--- config.mk ---
export PLATFORM = sky130hd
export DESIGN_NAME = fixed_alu_arbiter
export DESIGN_NICKNAME = d
export VERILOG_FILES = /design/src/rtl/fixed_alu_arbiter.sv
export SDC_FILE = /design/constraint.sdc
export NUM_CORES = 2
export LEC_CHECK = 0
export BUFFER_PORTS_ARGS = -buffer_cell sky130_fd_sc_hd__buf_2
export CAP_MARGIN = 10
export CORE_UTILIZATION = 30
export DETAILED_ROUTE_END_ITERATION = 8
export SETUP_SLACK_MARGIN = 0.2
export SYNTH_ARGS = -nofsm -noshare
export SYNTH_HDL_FRONTEND = slang
export SYNTH_SLANG_ARGS = --single-unit
export TNS_END_PERCENT = 20
--- constraint.sdc ---
create_clock -name clk -period 12.6 [get_ports clk]
set_input_delay 0.63 -clock clk [delete_from_list [all_inputs] [get_ports clk]]
set_output_delay 0.63 -clock clk [all_outputs]
set_load 0.01 [all_outputs]
--- src/rtl/fixed_alu_arbiter.sv ---
`default_nettype none
// ============================================================================
// Module      : fixed_alu_arbiter
// Description : Round-robin arbiter that shares one Q6.26 fixed-point
//               datapath (ADD, SUB, MUL, CMP) between N_REQ requesters and
//               returns id-tagged results on one response channel.
// Revision    : 1.0 - initial release
// ============================================================================
module fixed_alu_arbiter #(
   parameter int N_REQ = 4,
   parameter int ID_W  = 2
) (
   input  logic                 clk,
   input  logic                 rst_n,
   input  logic [N_REQ-1:0]     req_valid,
   output logic [N_REQ-1:0]     req_ready,
   input  logic [2*N_REQ-1:0]   req_op,
   input  logic [32*N_REQ-1:0]  req_a,
   input  logic [32*N_REQ-1:0]  req_b,
   output logic                 rsp_valid,
   input  logic                 rsp_ready,
   output logic [ID_W-1:0]      rsp_id,
   output logic [31:0]          rsp_data,
   output logic                 rsp_ovf
);

   typedef enum logic [1:0] {
      S_IDLE = 2'd0,
      S_EXEC = 2'd1,
      S_RESP = 2'd2
   } state_t;

   localparam logic [1:0] c_OP_ADD = 2'b00;
   localparam logic [1:0] c_OP_SUB = 2'b01;
   localparam logic [1:0] c_OP_MUL = 2'b10;

   state_t            state_q, state_d;
   logic [ID_W-1:0]   ptr_q, ptr_d;
   logic [ID_W-1:0]   id_q, id_d;
   logic [1:0]        op_q, op_d;
   logic [31:0]       a_q, a_d;
   logic [31:0]       b_q, b_d;
   logic [31:0]       rsp_data_q, rsp_data_d;
   logic              rsp_ovf_q, rsp_ovf_d;

   logic              w_any_valid;
   logic [ID_W-1:0]   w_grant_id;
   logic [N_REQ-1:0]  w_grant_vec;

   logic [31:0]       w_sum, w_diff, w_mag_a, w_mag_b, w_prod_mag, w_mul;
   logic [63:0]       w_prod;
   logic              w_ge;
   logic [31:0]       w_result;
   logic              w_ovf;
   logic              w_unused_prod;

   // Round-robin search: scan from ptr upward with wrap, first valid wins.
   always_comb begin
      w_any_valid = 1'b0;
      w_grant_id  = '0;
      w_grant_vec = '0;
      for (int k = 0; k < N_REQ; k++) begin
         if (!w_any_valid && req_valid[(int'(ptr_q) + k) % N_REQ]) begin
            w_any_valid = 1'b1;
            w_grant_id  = ID_W'((int'(ptr_q) + k) % N_REQ);
            w_grant_vec[(int'(ptr_q) + k) % N_REQ] = 1'b1;
         end
      end
   end

   assign req_ready = (state_q == S_IDLE) ? w_grant_vec : '0;

   // Shared datapath on the registered operands; MUL is sign-magnitude with
   // the product truncated to bits [57:26] to stay in Q6.26.
   always_comb begin
      w_sum      = a_q + b_q;
      w_diff     = a_q - b_q;
      w_mag_a    = a_q[31] ? (~a_q + 32'd1) : a_q;
      w_mag_b    = b_q[31] ? (~b_q + 32'd1) : b_q;
      w_prod     = {32'd0, w_mag_a} * {32'd0, w_mag_b};
      w_prod_mag = w_prod[57:26];
      w_mul      = (a_q[31] ^ b_q[31]) ? (~w_prod_mag + 32'd1) : w_prod_mag;
      w_ge       = ($signed(a_q) >= $signed(b_q));
      w_result   = {31'd0, w_ge};
      w_ovf      = 1'b0;
      case (op_q)
         c_OP_ADD: begin
            w_result = w_sum;
            w_ovf    = (a_q[31] == b_q[31]) && (w_sum[31] != a_q[31]);
         end
         c_OP_SUB: begin
            w_result = w_diff;
            w_ovf    = (a_q[31] != b_q[31]) && (w_diff[31] != a_q[31]);
         end
         c_OP_MUL: begin
            w_result = w_mul;
         end
         default: begin
            w_result = {31'd0, w_ge};
         end
      endcase
   end

   // Discarded product bits (integer overflow and sub-LSB fraction).
   assign w_unused_prod = ^{w_prod[63:58], w_prod[25:0]};

   // Sequencer next-state: accept in IDLE, compute in EXEC, hold in RESP.
   always_comb begin
      state_d    = state_q;
      ptr_d      = ptr_q;
      id_d       = id_q;
      op_d       = op_q;
      a_d        = a_q;
      b_d        = b_q;
      rsp_data_d = rsp_data_q;
      rsp_ovf_d  = rsp_ovf_q;
      case (state_q)
         S_IDLE: begin
            if (w_any_valid) begin
               id_d    = w_grant_id;
               op_d    = req_op[2*w_grant_id +: 2];
               a_d     = req_a[32*w_grant_id +: 32];
               b_d     = req_b[32*w_grant_id +: 32];
               ptr_d   = (int'(w_grant_id) == N_REQ - 1) ? '0 : w_grant_id + ID_W'(1);
               state_d = S_EXEC;
            end
         end
         S_EXEC: begin
            rsp_data_d = w_result;
            rsp_ovf_d  = w_ovf;
            state_d    = S_RESP;
         end
         S_RESP: begin
            if (rsp_ready) begin
               state_d = S_IDLE;
            end
         end
         default: begin
            state_d = S_IDLE;
         end
      endcase
   end

   // State and data registers; reset drops any in-flight operation.
   always_ff @(posedge clk) begin
      if (!rst_n) begin
         state_q    <= S_IDLE;
         ptr_q      <= '0;
         id_q       <= '0;
         op_q       <= '0;
         a_q        <= '0;
         b_q        <= '0;
         rsp_data_q <= '0;
         rsp_ovf_q  <= 1'b0;
      end else begin
         state_q    <= state_d;
         ptr_q      <= ptr_d;
         id_q       <= id_d;
         op_q       <= op_d;
         a_q        <= a_d;
         b_q        <= b_d;
         rsp_data_q <= rsp_data_d;
         rsp_ovf_q  <= rsp_ovf_d;
      end
   end

   assign rsp_valid = (state_q == S_RESP);
   assign rsp_id    = id_q;
   assign rsp_data  = rsp_data_q;
   assign rsp_ovf   = rsp_ovf_q;

endmodule
`default_nettype wire

==> impl_metrics.ini <==
[clock_tree]
cts_buffers = 9
clock-sinks = 105
clk_latency_ps = 390
post_cts_buffers = 0
holdBufCountCts = 0
cts_tree = yes
htreeDepth = 3
cts_resized = 0
cts.clk_slew.worst_paths_ps = 90
root_buffer = clkbuf_16
cts_max_path_buffers = 2

[die]
coreArea_mm2 = 0.1400
start_util_pct = 30.32
die_y_um = 378.2
die_x_um = 378.2
die-area_mm2 = 0.1431
ioPinCount = 311
num_rows = 137

[timing]
finalCritPeriodShare_pct = 92.04
setup_viol = 0
slew_violations = 0
fin_skew_ps = 16.45
min_period_ps = 11600
rsz0062_at_grt = no
fmax_mhz = 86.23
final.setup.tns_ps = 0
worst_pin_slew_ps = 1321
holdWs_ps = 474.0
hold_viol_final = 0
relSlewSlack_pct = 11.52

[worst_setup_path]
crit_top_cell = fa_1
endpoint_kind = flip-flop
worst-path-max-fanout = 22
slowest_delay_ps = 860
cp-start-kind = flip-flop
slowest_stage = o41ai_1
reg2reg_slack_ps = 1000
crit_type = reg2reg
cp.required_ps = 12850
worstPathArrival_ps = 11850

[logic_synthesis]
yosysSeqAreaShare_pct = 4.950
synth-edff-count = 0
synthArstFlopShare_pct = 0
postSynthCellCount = 5053
synth_ff_type = dfxtp_1
ys.warnings.count = 0
syn_nets = 6501
synth_cell_types = 94
synth_area_per_cell_um2 = 8.404
synth_area_mm2 = 0.04247
synth.ff_latch_count = 105

[place]
dp_hpwl_um = 138300
place_inst = 7115
portBuffers = 310
place_congestion = 1.000

[finish]
layout_common_cells = inv_1, fa_1, nand2_1
stdcell_count = 7139
layout_commonest_cell = inv_1
nNetsFinal = 6698
syn_to_final_growth_pct = 11.54
final_layout_size_suffix_gt1_share_pct = 12.06
postLayoutCoreUtil_pct = 33.82

[grt]
grt_overflow_total = 0
grt_usage_pct = 23.62
grt_pass1_wl_um = 250200
grt_max_degree = 72
grt_pass1_vias = 39170
antenna_found_initial = 8

[drt]
drt_iter0_markers = 3350
ant_nets = 0
routed_wl_um = 167800
vias_per_cell = 5.290
num_vias = 37770
routedWlPerCell_um = 23.51
drc = 0
dr.pass1.iters = 6

[flow_run]
drv_cap = 0

[worst_hold_path]
hp-class = reg2reg

[outcome]
outcome = finished, final reports clean
kinds of logic after synthesis:
logic type | Yosys count | share of synthesized area [%]
XOR/XNOR | 198 | 4.119
multiplexers | 82 | 3.942
buffers and inverters | 1206 | 10.68
flip-flops | 105 | 4.950
AND/OR/NAND/NOR | 1664 | 16.52
adder cells (fa/ha/maj) | 1177 | 50.31
AO/OA/AOI/OAI | 621 | 9.481
worst paths after layout:
| kind | start | endpoint | depth (start not counted) |
|---|---|---|---|
| setup / recovery | a_q[4] | rsp_data[25] | 30 |
| hold / removal | b_q[0] | b_q[0] | 2 |
| setup reg to reg | a_q[4] | rsp_data[25] | 30 |
| hold reg to reg | b_q[0] | b_q[0] | 2 |
routing by layer:
layer | global-route usage [%] | up-vias | part of all wire, %
li1 | - | 16130 | -
met5 | 0 | - | 0
met2 | 37.11 | 2061 | 45
met1 | 29.82 | 19180 | 39
met4 | 14.41 | 0 | 7.2
met3 | 4.723 | 388 | 9.5
cell usage after synthesis, drive strengths merged, types with 6 or more instances:
library cell	count	area [µm²]
a211oi	24	180.2
a21o	23	172.7
a21oi	216	1081
a221oi	15	131.4
a22oi	13	97.59
a31o	6	52.55
a31oi	28	175.2
and2	15	93.84
and3	21	131.4
and4	8	70.07
buf	14	62.56
clkbuf	247	927.1
dfxtp	105	2102
fa	884	17700
ha	293	3666
inv	943	3540
mux2i	13	142.6
mux4	67	1509
nand2	736	2763
nand2b	20	125.1
nand3	41	205.2
nand4	36	231.5
nor2	640	2402
nor2b	15	93.84
nor3	49	245.2
nor4	22	171.4
o211ai	22	170.2
o21a	9	67.56
o21ai	118	594.3
o21bai	22	165.2
o221ai	12	105.1
o22ai	7	50.05
o31ai	34	275.3
o41ai	12	146.4
or2	10	62.56
or3	17	106.4
or4	12	101.3
xnor2	150	1321
xor2	48	427.9
per-stage QoR:
stage               setup WS, ps  cell area (µm²)
CTS                         1138            47350
global placement            1347            47050
finish                      1003            47370
detailed placement          1199            47050
floorplan                   2354            42470
global route               356.1            47360
registers in the layout, summed over array words and instances (netlist names), named ones only:
signal,count
a_q,32
b_q,32
rsp_data,32
op_q,2
rsp_id,2
state_q,2
ptr_q,1
rsp_ovf,1
final cells by class:
type                    count  area (µm²)
fillers                 14730       92680
multi-input cells        3742       36470
inverters                 945        3547
repair buffers            447        2580
well taps                1876        2347
flip-flops and latches    105        2102
clock buffers              11       252.7
clock inverters             5       45.04
diodes                      8       20.02
critical path, delay by kind of cell (launching register included):
family | cells | cell delay, ps
xor+xnor | 3 | 890
flops | 1 | 500
compound gates | 5 | 1660
buf+inv | 3 | 160
simple gates | 10 | 3610
fa+ha+maj | 9 | 4620
Power is not shown: default switching activity piles up to over one toggle a cycle in this logic, so the estimate is an artifact.
